$ cat src/rtl/lsu.sv
// Load/store unit: one request per handshake, a single-cycle memory strobe
// with optional wait states, and the loaded word aligned and extended.
module lsu #(
    parameter int unsigned WAIT_CYCLES = 0
) (
    input  logic        clk,
    input  logic        rst_n,
    input  logic        in_valid,
    output logic        in_ready,
    input  logic        in_wen,
    input  logic [2:0]  in_funct3,
    input  logic [63:0] in_addr,
    input  logic [63:0] in_wdata,
    output logic        out_valid,
    input  logic        out_ready,
    output logic [63:0] out_rdata,
    output logic        out_err,
    output logic        men,
    output logic        mwen,
    output logic [63:0] raddr,
    output logic [63:0] waddr,
    output logic [63:0] wdata,
    output logic [7:0]  wmask,
    input  logic [63:0] rdata
);

    localparam int unsigned CNT_W = 4;
    localparam logic [CNT_W-1:0] CNT_LOAD =
        (WAIT_CYCLES > 0) ? CNT_W'(WAIT_CYCLES - 1) : '0;

    typedef enum logic [1:0] {
        ST_IDLE,
        ST_WAIT,
        ST_ACCESS,
        ST_DONE
    } state_t;

    state_t           state;
    state_t           state_nx;
    logic [CNT_W-1:0] cnt;
    logic [CNT_W-1:0] cnt_nx;

    logic             wen_q;
    logic [2:0]       funct3_q;
    logic [2:0]       off_q;
    logic [7:0]       mask_q;

    logic             accept_c;
    logic             req_err_c;
    logic [7:0]       mask_c;
    logic [63:0]      wdata_c;
    logic             wen_nx;
    logic [7:0]       mask_nx;
    logic [63:0]      shifted_c;
    logic [63:0]      load_c;

    // Request decode: legality, alignment, lane mask and shifted store data.
    always_comb begin
        accept_c  = in_valid && (state == ST_IDLE);
        req_err_c = 1'b0;
        if (in_wen) begin
            if (in_funct3[2]) req_err_c = 1'b1;
        end else begin
            if (in_funct3 == 3'b111) req_err_c = 1'b1;
        end
        case (in_funct3[1:0])
            2'b01:   if (in_addr[0])          req_err_c = 1'b1;
            2'b10:   if (in_addr[1:0] != 2'b00) req_err_c = 1'b1;
            2'b11:   if (in_addr[2:0] != 3'b000) req_err_c = 1'b1;
            default: ;
        endcase
        case (in_funct3[1:0])
            2'b00:   mask_c = 8'h01;
            2'b01:   mask_c = 8'h03;
            2'b10:   mask_c = 8'h0F;
            default: mask_c = 8'hFF;
        endcase
        mask_c  = mask_c << in_addr[2:0];
        wdata_c = in_wdata << {in_addr[2:0], 3'b000};
    end

    // Load data path: move the addressed lane to bit 0, then extend by size.
    always_comb begin
        shifted_c = rdata >> {off_q, 3'b000};
        case (funct3_q)
            3'b000:  load_c = {{56{shifted_c[7]}},  shifted_c[7:0]};
            3'b001:  load_c = {{48{shifted_c[15]}}, shifted_c[15:0]};
            3'b010:  load_c = {{32{shifted_c[31]}}, shifted_c[31:0]};
            3'b100:  load_c = {56'b0, shifted_c[7:0]};
            3'b101:  load_c = {48'b0, shifted_c[15:0]};
            3'b110:  load_c = {32'b0, shifted_c[31:0]};
            default: load_c = shifted_c;
        endcase
    end

    // State and wait-counter register.
    always_ff @(posedge clk) begin
        if (!rst_n) begin
            state <= ST_IDLE;
            cnt   <= '0;
        end else begin
            state <= state_nx;
            cnt   <= cnt_nx;
        end
    end

    // Next-state logic; wen/mask "next" values let strobes register from state_nx.
    always_comb begin
        state_nx = state;
        cnt_nx   = cnt;
        wen_nx   = accept_c ? in_wen : wen_q;
        mask_nx  = accept_c ? mask_c : mask_q;
        case (state)
            ST_IDLE: begin
                if (accept_c) begin
                    if (req_err_c) begin
                        state_nx = ST_DONE;
                    end else if (WAIT_CYCLES > 0) begin
                        state_nx = ST_WAIT;
                        cnt_nx   = CNT_LOAD;
                    end else begin
                        state_nx = ST_ACCESS;
                    end
                end
            end
            ST_WAIT: begin
                if (cnt == '0) state_nx = ST_ACCESS;
                else           cnt_nx   = cnt - CNT_W'(1);
            end
            ST_ACCESS: state_nx = ST_DONE;
            ST_DONE:   if (out_ready) state_nx = ST_IDLE;
            default:   state_nx = ST_IDLE;
        endcase
    end

    // Registered port outputs and latched request fields.
    always_ff @(posedge clk) begin
        if (!rst_n) begin
            in_ready  <= 1'b1;
            men       <= 1'b0;
            mwen      <= 1'b0;
            out_valid <= 1'b0;
            out_err   <= 1'b0;
            out_rdata <= '0;
            raddr     <= '0;
            waddr     <= '0;
            wdata     <= '0;
            wmask     <= '0;
            wen_q     <= 1'b0;
            funct3_q  <= '0;
            off_q     <= '0;
            mask_q    <= '0;
        end else begin
            in_ready  <= (state_nx == ST_IDLE);
            men       <= (state_nx == ST_ACCESS);
            mwen      <= (state_nx == ST_ACCESS) && wen_nx;
            out_valid <= (state_nx == ST_DONE);
            wmask     <= ((state_nx == ST_ACCESS) && wen_nx) ? mask_nx : 8'h00;
            if (accept_c) begin
                wen_q     <= in_wen;
                funct3_q  <= in_funct3;
                off_q     <= in_addr[2:0];
                mask_q    <= mask_c;
                raddr     <= {in_addr[63:3], 3'b000};
                waddr     <= {in_addr[63:3], 3'b000};
                wdata     <= wdata_c;
                out_err   <= req_err_c;
                out_rdata <= '0;
            end
            if ((state == ST_ACCESS) && !wen_q) begin
                out_rdata <= load_c;
            end
        end
    end

endmodule
$ cat config.mk
export PLATFORM = sky130hd
export DESIGN_NAME = lsu
export DESIGN_NICKNAME = d
export VERILOG_FILES = /design/src/rtl/lsu.sv
export SDC_FILE = /design/constraint.sdc
export NUM_CORES = 1
export LEC_CHECK = 0
export CAP_MARGIN = 30
export CORE_AREA = 2 2 184 186
export DETAILED_ROUTE_END_ITERATION = 10
export DIE_AREA = 0 0 186 188
export GPL_ROUTABILITY_DRIVEN = 0
export PLACE_DENSITY = 0.67
export SLEW_MARGIN = 30
export SYNTH_ARGS = -nofsm -noshare
export SYNTH_HDL_FRONTEND = slang
export SYNTH_SLANG_ARGS = --single-unit
$ cat constraint.sdc
create_clock -name clk -period 3 [get_ports clk]
set_input_delay 0.45 -clock clk [delete_from_list [all_inputs] [get_ports clk]]
set_output_delay 0.45 -clock clk [all_outputs]
set_load 0.05 [all_outputs]
==> flow_summary_export.csv <==
group,metric,value,unit
placement,portBuffers,462,
logic_synthesis,synthMuxAreaShare,14.2,%
setup_path,r2r-end,"out_rdata[58]",
die,die_y,188,um
pwr,internal_power,0.00621,W
finish,n_fill_cell,3095,
finish,layout_commonest_cell,"clkdlybuf4s50_1",
setup_path,slowest_delay,580,ps
global_route,grt_max_degree,97,
global_route,grt_pass1_wl,66300,um
sta,finalSetupViolCount,0,
placement,dpl.hpwl,33300,um
setup_path,crit_type,"reg2reg",
logic_synthesis,async_flop_share,0,%
sta,skew,11.7,ps
clock_network,clock_latency,520,ps
clock_network,cts-resized-gates,0,
setup_path,arrival,2920,ps
finish,fin_nets,1946,
routing,wl,44900,um
clock_network,postCtsSetupRepairBufs,0,
setup_path,end_kind,"register",
sta,tightestPinTransition,812,ps
logic_synthesis,synth-xor-area-share,0.227,%
die,ios,469,
die,num_rows,67,
sta,hold_violations,0,
logic_synthesis,synth_top_family_by_area,"compound AO/OA/AOI/OAI gates",
routing,drc_errors,0,
clock_network,cts_root_buffer,"clkbuf_16",
pwr,p_leak,6.09,nW
setup_path,startpoint_type,"register",
logic_synthesis,synth.distinct_cells,54,
sta,fin_crit,2490,ps
min_path,holdPathStages,3,
global_route,grt-ovfl-total,0,
pwr,seqPwrFrac,35.0,%
clock_network,hold_buffers,0,
global_route,first_global_vias,11300,
finish,syn_to_final_growth,46.3,%
routing,ant_nets,0,
logic_synthesis,ys_seq_area_share,38.5,%
clock_network,cts_buffers,25,
finish,layout_common_cells,"459 x clkdlybuf4s50_1, 221 x dfxtp_1, 209 x nand2_1",
routing,vias,11800,
logic_synthesis,synth_compound_area_share,20.7,%
logic_synthesis,synth_cells,1406,
logic_synthesis,yosys_warnings,0,
min_path,min_path_type,"in2reg",
sta,slew_headroom,45.7,%
die,coreArea,33100,um^2
finish,drive_gt1_share,9.09,%
pwr,swShare,35.4,%
sta,max_clock_freq,402,MHz
global_route,grt_usage,24.3,%
die,die-area,35000,um^2
logic_synthesis,synth_adder_area_share,0.108,%
sta,report.final.slew_viol_count,0,
die,fp.dieW,186,um
pwr,p_comb_share,32.4,%
routing,routedWlPerCell,20.3,um
setup_path,crit_path_max_fanout,32,
pwr,p_switching,0.00341,W
clock_network,cts_buffer_depth,3,
logic_synthesis,synth.cell_area,11600,um^2
min_path,min-delay-start,"in_addr[2]",
die,initial_core_util,35.0,%
setup_path,r2r_cells,6,
pwr,power_density,567,nW/um^2
setup_path,critical_path_required,3430,ps
sta,fin_setup_tns,0,ps
logic_synthesis,ys_ff_latch,223,
setup_path,slowest_stage,"nor4_4",
routing,via_per_inst,5.32,
setup_path,r2r_slack,510,ps
sta,min_period_over_period,82.9,%
clock_network,clkTransAtPathRegs,60,ps
routing,drt_iter0_drc,945,
outcome,run_status,"completed",
logic_synthesis,synthFlopType,"dfxtp_1",
job,drv_cap,0,
pwr,peakVddDrop,0.344,mV
setup_path,worstPathCellList,"nand2b_1, o22ai_1, nor4_4, nor3_4, buf_4, o31ai_1",
clock_network,cts.sinks,223,
routing,drt-pass1-iter-count,5,
logic_synthesis,synth_edf_count,0,
sta,hold_ws,273,ps
clock_network,cts_tree,"yes",
pwr,clkPwrFrac,32.6,%
logic_synthesis,yosys.area_share.simple,17.0,%
setup_path,rr_startpoint,"off_q[0]",
sta,rsz0062_at_grt,"no",
global_route,antenna_found_initial,6,
clock_network,htreeDepth,1,
logic_synthesis,synth_area_per_cell,8.24,um^2
min_path,whs_endpoint,"off_q[2]",
==> through the flow <==
stage / area (um^2) / std cells / power, W / util, % / worst slack [ps]
6_report: 17000 / 2211 / 0.00961 / 51.2 / 512
5_1_grt: 17000 / 2210 / 0.00999 / 51.2 / 415
4_1_cts: 17000 / 2208 / 0.00968 / 51.2 / 591
3_5_place_dp: 16100 / 2166 / 0.00652 / 48.7 / 389
3_3_place_gp: 16100 / 2166 / 0.00650 / 48.7 / 525
2_1_floorplan: 11600 / 1411 / 0.00540 / - / 1080
==> worst max-delay path, delay by kind of cell, from the launching register on <==
kind,cells,cell delay [ps]
and+or+nand+nor,3,1130
AOI/OAI and AO/OA,2,520
DFF,1,500
buffers and inverters,1,250
==> cell type report <==
class / count / area, um^2 / share of cell area (%)
clock inverter: 5 / 78.8 / 0.465
tap: 448 / 561 / 3.30
clock buffer: 37 / 751 / 4.43
inverter: 13 / 53.8 / 0.317
antenna: 3 / 7.51 / 0.0443
sequential: 223 / 4470 / 26.3
timing repair buffer: 496 / 4940 / 29.2
multi-input combinational: 986 / 6100 / 36.0
==> synth_stat cells, types with 2 or more instances <==
cell type | number | area [um^2]
a22oi_1 | 34 | 255
dfxtp_1 | 223 | 4460
mux4_2 | 15 | 338
buf_1 | 11 | 41.3
nor4_4 | 2 | 42.5
and2_1 | 4 | 25.0
o2bb2ai_1 | 8 | 70.1
and3_1 | 5 | 31.3
or3_1 | 2 | 12.5
o22ai_1 | 10 | 62.6
nor2b_1 | 27 | 169
o32a_1 | 7 | 70.1
o21ai_0 | 79 | 395
inv_1 | 10 | 37.5
a21oi_1 | 139 | 696
or2_2 | 2 | 12.5
o221ai_1 | 16 | 140
buf_6 | 3 | 33.8
a221oi_1 | 9 | 78.8
o211a_1 | 8 | 80.1
clkbuf_1 | 87 | 327
nor3_1 | 28 | 140
mux2_2 | 55 | 619
mux2i_1 | 68 | 681
clkinv_1 | 2 | 7.51
buf_4 | 68 | 510
nand2_1 | 209 | 785
nor2_1 | 145 | 544
xor2_1 | 2 | 17.5
a311oi_1 | 19 | 166
a211oi_1 | 36 | 270
buf_2 | 20 | 100
nand2b_1 | 4 | 25.0
nand3_1 | 20 | 100
nand4_1 | 3 | 18.8
o31ai_1 | 8 | 60.1
==> cells by family (layout without fill, tap and decap cells) <==
logic type,after synthesis,after routing
compound gates,379,379
flops,223,223
fa+ha+maj,1,1
simple gates,458,458
buf+inv,202,551
other cells,1,9
xor+xnor,3,3
mux,139,139
==> state kept, by name, summed over array words and instances (netlist names) <==
signal     flops
cnt            4
funct3_q       3
in_ready       1
mask_q         8
men            1
mwen           1
off_q          3
out_err        1
out_rdata     64
out_valid      1
state          2
waddr         61
wdata         64
wen_q          1
wmask          8
==> power groups by stage <==
stage | logic, W | registers (W) | clock network (W)
finish | 0.00311 | 0.00337 | 0.00313
floorplan | 0.00128 | 0.00411 | 0
detailed placement | 0.00309 | 0.00343 | 0
CTS | 0.00310 | 0.00337 | 0.00321
global route | 0.00329 | 0.00339 | 0.00331
global placement | 0.00307 | 0.00343 | 0
==> per-layer routing <==
metal	up-vias	routed length, um	share of wire [%]	GRT usage [%]
li1	5597	-	-	-
met1	5491	17900	40	29.8
met2	557	20700	46	38.8
met3	112	4520	10	8.25
met4	6	1780	4.0	9.96
met5	-	35	0.078	0
==> how the worst max path moves through the flow <==
| stage | end | slack [ps] | from |
|---|---|---|---|
| finish | out_rdata[58] | 510 | off_q[0] |
| global route | out_rdata[59] | 410 | off_q[0] |
| CTS | out_rdata[61] | 590 | off_q[0] |
| detailed placement | out_rdata[61] | 390 | rdata[63] |
| global placement | wmask[5] | 530 | in_funct3[0] |
| floorplan | out_rdata[0] | 1080 | off_q[1] |
Note: power is estimated with default switching activity, not from simulation.
